$ cat src/rtl/player_health_pkg.sv
// Shared types and constants for the player health controller.
//   HP_W      - hit-point width
//   BAR_W     - health-bar pixel width
//   TIMER_W   - invincibility countdown width (centi-second ticks)
//   health_state_t - controller states IDLE/ALIVE/INVULN/DEAD (0..3)
//   bar_width()    - hp * pixels-per-hp, truncated to the bar width
package player_health_pkg;

    localparam int unsigned HP_W    = 7;
    localparam int unsigned BAR_W   = 10;
    localparam int unsigned TIMER_W = 8;

    typedef enum logic [1:0] {
        IDLE   = 2'd0,
        ALIVE  = 2'd1,
        INVULN = 2'd2,
        DEAD   = 2'd3
    } health_state_t;

    function automatic logic [BAR_W-1:0] bar_width(input logic [HP_W-1:0] hp_v,
                                                   input int unsigned     per_hp);
        logic [31:0] prod;
        prod = 32'(hp_v) * per_hp;
        return prod[BAR_W-1:0];
    endfunction

endpackage

$ cat src/rtl/player_health_if.sv
// Signal bundle between the trigger stage / UI / game manager and the
// player health controller.
//   game_start, centi_tick, hit, hit_damage : into the controller
//   hp, health_bar_w, invulnerable, damage_pulse, game_over : out of it
// master = surrounding system, slave = controller.
interface player_health_if;
    import player_health_pkg::*;

    logic              game_start;
    logic              centi_tick;
    logic              hit;
    logic [HP_W-1:0]   hit_damage;
    logic [HP_W-1:0]   hp;
    logic [BAR_W-1:0]  health_bar_w;
    logic              invulnerable;
    logic              damage_pulse;
    logic              game_over;

    modport master (
        output game_start, centi_tick, hit, hit_damage,
        input  hp, health_bar_w, invulnerable, damage_pulse, game_over
    );

    modport slave (
        input  game_start, centi_tick, hit, hit_damage,
        output hp, health_bar_w, invulnerable, damage_pulse, game_over
    );

endinterface

$ cat src/rtl/player_health_cs_countdown.sv
// Centi-second countdown used for the invincibility window.
//   clk, reset  - clock, synchronous active-low reset
//   clear       - force timer to 0 (highest priority)
//   load        - load load_value (beats tick in the same cycle)
//   tick        - decrement by one, stopping at 0
//   timer       - current count
//   expired     - combinational: the tick that finds timer==1
import player_health_pkg::*;

module cs_countdown (
    input  logic               clk,
    input  logic               reset,
    input  logic               clear,
    input  logic               load,
    input  logic [TIMER_W-1:0] load_value,
    input  logic               tick,
    output logic [TIMER_W-1:0] timer,
    output logic               expired
);

    always_ff @(posedge clk) begin
        if (!reset) begin
            timer <= '0;
        end else if (clear) begin
            timer <= '0;
        end else if (load) begin
            timer <= load_value;
        end else if (tick && (timer != '0)) begin
            timer <= timer - 1'b1;
        end
    end

    assign expired = (timer == TIMER_W'(1)) && tick;

endmodule

$ cat src/rtl/player_health_controller.sv
// Owns the player's hit points: applies per-hit damage, holds an
// invincibility window after each hit and declares game over.
//   clk, reset - clock, synchronous active-low reset
//   bus.game_start   - pulse, (re)start round at full HP
//   bus.centi_tick   - 10 ms pulse
//   bus.hit          - level, player overlaps a damaging object
//   bus.hit_damage   - damage of that object
//   bus.hp           - current hit points (registered)
//   bus.health_bar_w - hp * BAR_W_PER_HP (registered with hp)
//   bus.invulnerable - high in INVULN
//   bus.damage_pulse - one cycle per applied hit
//   bus.game_over    - high in DEAD
import player_health_pkg::*;

module player_health_controller #(
    parameter int unsigned HP_MAX       = 100,
    parameter int unsigned INVULN_CS    = 50,
    parameter int unsigned BAR_W_PER_HP = 2
) (
    input  logic               clk,
    input  logic               reset,
    player_health_if.slave     bus
);

    localparam logic [HP_W-1:0]    HP_FULL   = HP_W'(HP_MAX);
    localparam logic [BAR_W-1:0]   BAR_FULL  = bar_width(HP_FULL, BAR_W_PER_HP);
    localparam logic [TIMER_W-1:0] WINDOW_CS = TIMER_W'(INVULN_CS);

    health_state_t      state_q;
    logic [HP_W-1:0]    hp_q;
    logic [BAR_W-1:0]   bar_q;
    logic               invul_q;
    logic               pulse_q;
    logic               over_q;

    logic [HP_W-1:0]    hp_sub;
    logic               apply_hit;
    logic               tick_en;
    logic [TIMER_W-1:0] timer;
    logic               expired;

    always_comb begin
        hp_sub    = (hp_q > bus.hit_damage) ? (hp_q - bus.hit_damage) : '0;
        // game_start outranks a hit arriving in the same cycle
        apply_hit = (state_q == ALIVE) && bus.hit && (bus.hit_damage != '0)
                    && !bus.game_start;
        // the timer only counts inside the window
        tick_en   = bus.centi_tick && (state_q == INVULN);
    end

    cs_countdown u_countdown (
        .clk        (clk),
        .reset      (reset),
        .clear      (bus.game_start),
        .load       (apply_hit),
        .load_value (WINDOW_CS),
        .tick       (tick_en),
        .timer      (timer),
        .expired    (expired)
    );

    always_ff @(posedge clk) begin
        if (!reset) begin
            state_q <= IDLE;
            hp_q    <= HP_FULL;
            bar_q   <= BAR_FULL;
            invul_q <= 1'b0;
            pulse_q <= 1'b0;
            over_q  <= 1'b0;
        end else begin
            pulse_q <= 1'b0;
            if (bus.game_start) begin
                state_q <= ALIVE;
                hp_q    <= HP_FULL;
                bar_q   <= BAR_FULL;
                invul_q <= 1'b0;
                over_q  <= 1'b0;
            end else begin
                case (state_q)
                    ALIVE: begin
                        if (apply_hit) begin
                            hp_q    <= hp_sub;
                            bar_q   <= bar_width(hp_sub, BAR_W_PER_HP);
                            pulse_q <= 1'b1;
                            if (hp_sub == '0) begin
                                state_q <= DEAD;
                                over_q  <= 1'b1;
                            end else begin
                                state_q <= INVULN;
                                invul_q <= 1'b1;
                            end
                        end
                    end
                    INVULN: begin
                        if (expired) begin
                            state_q <= ALIVE;
                            invul_q <= 1'b0;
                        end
                    end
                    IDLE, DEAD: ;
                endcase
            end
        end
    end

    assign bus.hp           = hp_q;
    assign bus.health_bar_w = bar_q;
    assign bus.invulnerable = invul_q;
    assign bus.damage_pulse = pulse_q;
    assign bus.game_over    = over_q;

    // timer value itself is only observed through expired
    logic unused_timer;
    assign unused_timer = ^timer;

endmodule

$ cat src/flat_wrapper.sv
// flat-port wrapper written by rule: the top's interface ports become plain ports
module player_health_controller_flat 
#(
    parameter int unsigned HP_MAX       = 100,
    parameter int unsigned INVULN_CS    = 50,
    parameter int unsigned BAR_W_PER_HP = 2
)
  (clk, reset, bus_game_start, bus_centi_tick, bus_hit, bus_hit_damage, bus_hp, bus_health_bar_w, bus_invulnerable, bus_damage_pulse, bus_game_over);
  player_health_if bus_i ();
  input  logic clk;
  input  logic reset;
  input wire logic [$bits(bus_i.game_start)-1:0] bus_game_start;
  input wire logic [$bits(bus_i.centi_tick)-1:0] bus_centi_tick;
  input wire logic [$bits(bus_i.hit)-1:0] bus_hit;
  input wire logic [$bits(bus_i.hit_damage)-1:0] bus_hit_damage;
  output wire logic [$bits(bus_i.hp)-1:0] bus_hp;
  output wire logic [$bits(bus_i.health_bar_w)-1:0] bus_health_bar_w;
  output wire logic [$bits(bus_i.invulnerable)-1:0] bus_invulnerable;
  output wire logic [$bits(bus_i.damage_pulse)-1:0] bus_damage_pulse;
  output wire logic [$bits(bus_i.game_over)-1:0] bus_game_over;
  assign bus_i.game_start = bus_game_start;
  assign bus_i.centi_tick = bus_centi_tick;
  assign bus_i.hit = bus_hit;
  assign bus_i.hit_damage = bus_hit_damage;
  assign bus_hp = bus_i.hp;
  assign bus_health_bar_w = bus_i.health_bar_w;
  assign bus_invulnerable = bus_i.invulnerable;
  assign bus_damage_pulse = bus_i.damage_pulse;
  assign bus_game_over = bus_i.game_over;
  player_health_controller #(.HP_MAX(HP_MAX), .INVULN_CS(INVULN_CS), .BAR_W_PER_HP(BAR_W_PER_HP)) u_core (.clk(clk), .reset(reset), .bus(bus_i));
endmodule
$ cat config.mk
export PLATFORM = sky130hd
export DESIGN_NAME = player_health_controller_flat
export DESIGN_NICKNAME = d
export VERILOG_FILES = /design/src/rtl/player_health_pkg.sv /design/src/rtl/player_health_if.sv /design/src/rtl/player_health_cs_countdown.sv /design/src/rtl/player_health_controller.sv /design/src/flat_wrapper.sv
export SDC_FILE = /design/constraint.sdc
export NUM_CORES = 1
export LEC_CHECK = 0
export ABC_AREA = 0
export ABC_CLOCK_PERIOD_IN_PS = 7000
export CORE_MARGIN = 3
export CORE_UTILIZATION = 30
export DETAILED_ROUTE_END_ITERATION = 12
export GPL_TIMING_DRIVEN = 0
export PLACE_DENSITY_LB_ADDON = 0.1
export SYNTH_ARGS = -nofsm -noshare
export SYNTH_HDL_FRONTEND = slang
export SYNTH_SLANG_ARGS = --single-unit
$ cat constraint.sdc
create_clock -name clk -period 7 [get_ports clk]
set_input_delay 1.4 -clock clk [delete_from_list [all_inputs] [get_ports clk]]
set_output_delay 1.4 -clock clk [all_outputs]
set_load 0.02 [all_outputs]
-- Word-level counts from Yosys, hierarchy flattened
Cells that the tools add are included.
W data, S select, Z words.
- flip-flop bits (word level): 20
- bits of input ports: 12
- output and inout bits: 20
- logic and storage cells: 55
- $add $sub $neg: 2
- order comparisons: 1
- eq/ne operators: 8
- multiplexer cells: 13
- bitwise operators: 2
- reduce and logical (&&, ||, !) cells: 21
- operator list (operator ; count):
    $mux W6 ; 2
    $reduce_and A3 Y1 ; 3
    $eq A8 B1 Y1 const B ; 1
    $reduce_bool A8 Y1 ; 1
    $sub A8 B1 Y8 const B ; 1
    $gt A7 B7 Y1 ; 1
    $logic_not A7 Y1 ; 1
    $mux W7 ; 1
    $reduce_bool A7 Y1 ; 1
    $sub A7 B7 Y7 ; 1
    $logic_and A1 B1 Y1 ; 6
    $mux W1 ; 6
    $ne A3 B2 Y1 const B ; 2
    $reduce_or A3 Y1 ; 2
    $mux W2 ; 2
    $ne A2 B1 Y1 const B ; 2
    $pmux W2 S2 ; 1
    $reduce_and A4 Y1 ; 1
    $reduce_bool A2 Y1 ; 2
    $reduce_bool A3 Y1 ; 1
    $eq A2 B1 Y1 const B ; 1
    $eq A2 B2 Y1 const B ; 1
    $ne A2 B2 Y1 const B ; 1
    $not A1 Y1 ; 2
    other kinds (4) ; 4

-- Logic depth before layout (Yosys ltp)
Gate-level depths: netlist (run 1).
- word-level depth: 7
- depth in mapped cells: 9
- gate-level depth less buffers: 9

-- Hierarchy
A second synthesis (run 1) with hierarchy kept.
- cell total of the unflattened synthesis: 189
- area, all modules: 1544.0 um^2
- modules (own cells, without submodules) (module ; instances ; cells each ; area each (um^2) ; sequential area each (um^2)):
    player_health_controller ; 1 ; 118 ; 943.4 ; 240.2
    cs_countdown ; 1 ; 71 ; 600.6 ; 160.2

-- Worst setup path before layout (run 1)
OpenSTA, ideal clock, no wires.
- kind: input -> register
- from: in bus_hit_damage[0]
- to: reg u_core.invul_q (netlist: u_core.bus.invulnerable)
- library setup time: 0.126 ns
- arrival: 3.051 ns
- data required time: 6.874 ns
- setup slack: 3.823 ns
- cell stages on the path: 8
- path buffers: 0
- cell sequence: ha_1 fa_1 nand2b_1 a21o_1 a311oi_1 o2111ai_2 mux2i_1 a31oi_1
- longest elaborated chain between the ends: 5
- elaborated cells between the ends (all ways): 10
- ends and longest elaborated chain (item ; line ; source):
    from (decl) ; flat_wrapper.sv:15 ; input wire logic [$bits(bus_i.hit_damage)-1:0] bus_hit_damage;
    $sub A7 B7 Y7 (tied with other cells) ; player_health_controller.sv:43 ; hp_sub = (hp_q > bus.hit_damage) ? (hp_q - bus.hit_damage) : '0;
    $mux W7 or $logic_and A1 B1 Y1 (tied branches) ; player_health_controller.sv:43, player_health_controller.sv:45 ;
    $logic_not A7 Y1 or $logic_and A1 B1 Y1 (tied branches) ; player_health_controller.sv:85, player_health_controller.sv:46 ;
    $ne A2 B2 Y1 (no source line) or $ne A2 B1 Y1 (tied branches) ; - ;
    $reduce_and A4 Y1 (no source line) * ; - ;
    to (signal assigned) ; player_health_controller.sv:67 ; invul_q <= 1'b0;
    to (signal assigned) ; player_health_controller.sv:90 ; invul_q <= 1'b1;
    to (signal assigned) ; player_health_controller.sv:97 ; invul_q <= 1'b0;
    to (decl) ; player_health_controller.sv:32 ; logic invul_q;
Every way passes the cells marked *; elsewhere a longest branch is shown, timed or not.
A chain may end at the register's enable or synchronous reset.

-- Worst setup path after layout (run 1)
Ends and elaborated chain as after synthesis.

==> results of run 1 <==
-- cell families (layout without fill, tap and decap cells) --
kind of cell	count (synthesis)	count (layout)	synth area share [%]
AO/OA/AOI/OAI	43	43	21.94
buffers and inverters	30	62	10.49
other	1	3	0.2620
adder cells (fa/ha/maj)	13	13	11.89
XOR/XNOR	9	9	5.507
AND/OR/NAND/NOR	54	54	21.24
multiplexers	1	1	0.6993
flip-flops	20	20	27.97
-- placed cells by master (no fill, tap or decap), types with 3 or more instances in the layout --
cell type	netlist	final
xnor2_1	6	6
nor2_1	11	11
ha_1	12	12
nand2_1	11	11
a21o_1	3	3
buf_4	10	10
nor3_1	3	3
o21ai_0	5	5
dfxtp_1	20	20
nand2b_1	4	4
xor2_1	3	3
o21ai_1	3	3
conb_1	1	3
a21oi_1	9	9
inv_1	18	18
nand3_1	4	4
nand4_1	4	4
o22ai_1	4	4
clkbuf_8	0	4
clkdlybuf4s50_1	0	28
-- layer usage --
| metal | global-route usage (%) | routed length [um] |
|---|---|---|
| met1 | 17.78 | 1691 |
| met2 | 18.57 | 1367 |
| met3 | 3.605 | 217 |
| met4 | 1.779 | 8 |
| met5 | 0 | 0 |
-- state kept, by name (all words and copies together), names as in the netlist --
register                  flops
u_core.bus.game_over          1
u_core.state_q                2
u_core.bus.hp                 7
u_core.bus.invulnerable       1
u_core.u_countdown.timer      8
u_core.bus.damage_pulse       1
-- stage by stage --
| stage | utilization, % | setup slack [ps] | total power, mW | std cells | instance area [um2] |
|---|---|---|---|---|---|
| floorplan | - | 3823 | 0.1722 | 173 | 1439 |
| global placement | 39.88 | 3129 | 0.1942 | 253 | 1784 |
| detailed placement | 39.88 | 3146 | 0.1948 | 253 | 1784 |
| CTS | 41.11 | 3409 | 0.2833 | 257 | 1839 |
| global route | 41.11 | 3223 | 0.2992 | 257 | 1839 |
| finish | 41.11 | 3393 | 0.2806 | 257 | 1839 |
-- critical path, cell delays in order --
cell and delay, ps:
clkdlybuf4s50_1 430, ha_1 220, fa_1 400, nand2b_1 200, a21o_1 170, a311oi_1 390
o2111ai_2 250, mux2i_1 210, a31oi_1 100
-- area by class of cell --
type,instances,share of cell area (%)
Buffer,11,4.286
Clock buffer,4,2.993
Inverter,19,3.878
Multi-Input combinational cell,123,48.30
Sequential cell,20,21.77
Tap cell,52,3.537
Timing Repair Buffer,28,15.24
-- path summary, 6_finish.rpt --
check / from / end / slack [ps] / cells after the start
worst min register to register: u_core.bus.game_over / u_core.bus.game_over / 490 / 1
worst max register to register: u_core.bus.hp[0] / u_core.bus.invulnerable / 4550 / 9
worst min-delay path: u_core.bus.game_over / u_core.bus.game_over / 490 / 1
worst max-delay path: bus_hit_damage[0] / u_core.bus.invulnerable / 3390 / 9
-- power breakdown --
part	leakage, nW	switching, mW	internal [mW]
Sequential	0.162	0.00311	0.117
Combinational	0.507	0.0392	0.0329
Clock	0.0288	0.0380	0.0501
==> out/qor.yml, run 1 <==
yosys:
  synth_area_um2: 1431
  async_flop_share_pct: 0
  synth_area_leader_cell: "dfxtp_1"
  synth_most_common_cell: "dfxtp_1"
  synth_commonest_cells: "dfxtp_1 (20), inv_1 (18), ha_1 (12), nand2_1 (11), nor2_1 (11)"
  synthCells: 171
  yosysWarnings: 0
  yosys-top-cells-area: "dfxtp_1 (28%), ha_1 (10%), buf_4 (5.2%), inv_1 (4.7%), xnor2_1 (3.7%)"
  synth_flop_cell: "dfxtp_1"
  yosysSeqAreaShare_pct: 27.97
  synth_enable_flop_cells: 0
  yosysUniqueCellTypes: 50
  yosysTopAreaCellShare_pct: 27.97
  syn_area_per_cell_um2: 8.371
  synth_seq_cells: 20
setup_path:
  end_kind: "register"
  path_max_fanout: 3
  crit_required_ps: 7140
  cp.arrival_ps: 3750
  crit_type: "in2reg"
  setup.worst_path.start_class: "input pin"
clock_tree:
  postCtsHoldBufs: 0
  numCtsBuffers: 3
  clk_pin_slew_ps: 70
  clockBufferDepth: 2
  clk-insertion-delay-late_ps: 260
  cts_tree: "built"
  post_cts_buffers: 0
  clkSinkCount: 20
  root_buffer: "clkbuf_8"
  cts-resized-gates: 0
  htreeDepth: 1
timing:
  min_period_ps: 3607
  finalSetupViolCount: 0
  rsz0062_at_grt: "no"
  skew_ps: 2.748
  min_period_over_period_pct: 51.52
  slew_viol_final: 0
  max_freq_ghz: 0.2773
  fin_tns_setup_ps: 0
  whs_ps: 487.9
  hold_viol_final: 0
job:
  maxCapViolCount: 0
layout:
  n_antenna_cell: 0
  multi_input_area_um2: 888.4
  drive_gt1_share_pct: 12.20
  nets: 231
  area_delta_synth_final_pct: 28.50
  seq_area_um2: 400.4
  nFillCells: 464
floorplanning:
  rows: 24
  dieWidth_um: 75.08
  core_area_um2: 4474
  floorplan.initialDensity_pct: 31.99
  dieHeight_um: 75.08
  die_area_um2: 5636
  io_pins: 32
global_routing:
  overflow: 0
  grt_max_degree: 12
  antenna_found_initial: 0
  grt_pass1_vias: 1150
  grt_first_pass_wirelength_mm: 5.333
  track_usage_pct: 12.34
placed_design:
  dpl.hpwl_mm: 2.586
  portBuffers: 28
  routabilityCongestion: 0.8290
power_and_ir_drop:
  total_leakage_power_nw: 0.6982
  power_density_nw_per_um2: 152.5
  vdd_drop_max_uv: 81.17
detailed_routing:
  wl_per_cell_um: 12.78
  vias_per_cell: 4.965
  routed_wl_mm: 3.284
  drtIter0Drc: 69
  drtAntennaViolNets: 0
  drtPass1Iterations: 4
  vias: 1276
  drc: 0
hold_path:
  hold_path.class: "reg2reg"
outcome:
  status: "complete, no violations"
No activity file was read; power rests on OpenSTA's default activity.
==> inputs of run 2 (changes only) <==
--- a/config.mk
+++ b/config.mk
@@ -6,7 +6,7 @@
 export NUM_CORES = 1
 export LEC_CHECK = 0
 export ABC_AREA = 0
-export ABC_CLOCK_PERIOD_IN_PS = 7000
+export ABC_CLOCK_PERIOD_IN_PS = 3500
 export CORE_MARGIN = 3
 export CORE_UTILIZATION = 30
 export DETAILED_ROUTE_END_ITERATION = 12
==> constraint.sdc (replaced) <==
create_clock -name clk -period 3.5 [get_ports clk]
set_input_delay 0.7 -clock clk [delete_from_list [all_inputs] [get_ports clk]]
set_output_delay 0.7 -clock clk [all_outputs]
set_load 0.02 [all_outputs]
==> results of run 2 <==
The final DEF is identical to that of run 1. Status: complete, no violations.
Main changes from that run: setup slack after placement 3146 ps -> 345.5 ps; setup slack after layout 3393 ps -> 593.3 ps; register-to-register setup slack 4550 ps -> 1050 ps; total power 0.2806 mW -> 0.5611 mW; worst IR drop on VDD 81.17 uV -> 162.3 uV
==> inputs of run 3 (changes only) <==
--- a/config.mk
+++ b/config.mk
@@ -6,7 +6,7 @@
 export NUM_CORES = 1
 export LEC_CHECK = 0
 export ABC_AREA = 0
-export ABC_CLOCK_PERIOD_IN_PS = 3500
+export ABC_CLOCK_PERIOD_IN_PS = 3000
 export CORE_MARGIN = 3
 export CORE_UTILIZATION = 30
 export DETAILED_ROUTE_END_ITERATION = 12
==> constraint.sdc (replaced) <==
create_clock -name clk -period 3 [get_ports clk]
set_input_delay 0.6 -clock clk [delete_from_list [all_inputs] [get_ports clk]]
set_output_delay 0.6 -clock clk [all_outputs]
set_load 0.02 [all_outputs]
==> results of run 3 <==
The final DEF is identical to that of run 1. Status: complete, no violations.
Main changes from that run: setup slack after placement 3146 ps -> -54.45 ps; setup slack after layout 3393 ps -> 193.3 ps; register-to-register setup slack 4550 ps -> 550 ps; total power 0.2806 mW -> 0.6546 mW; worst IR drop on VDD 81.17 uV -> 189.4 uV
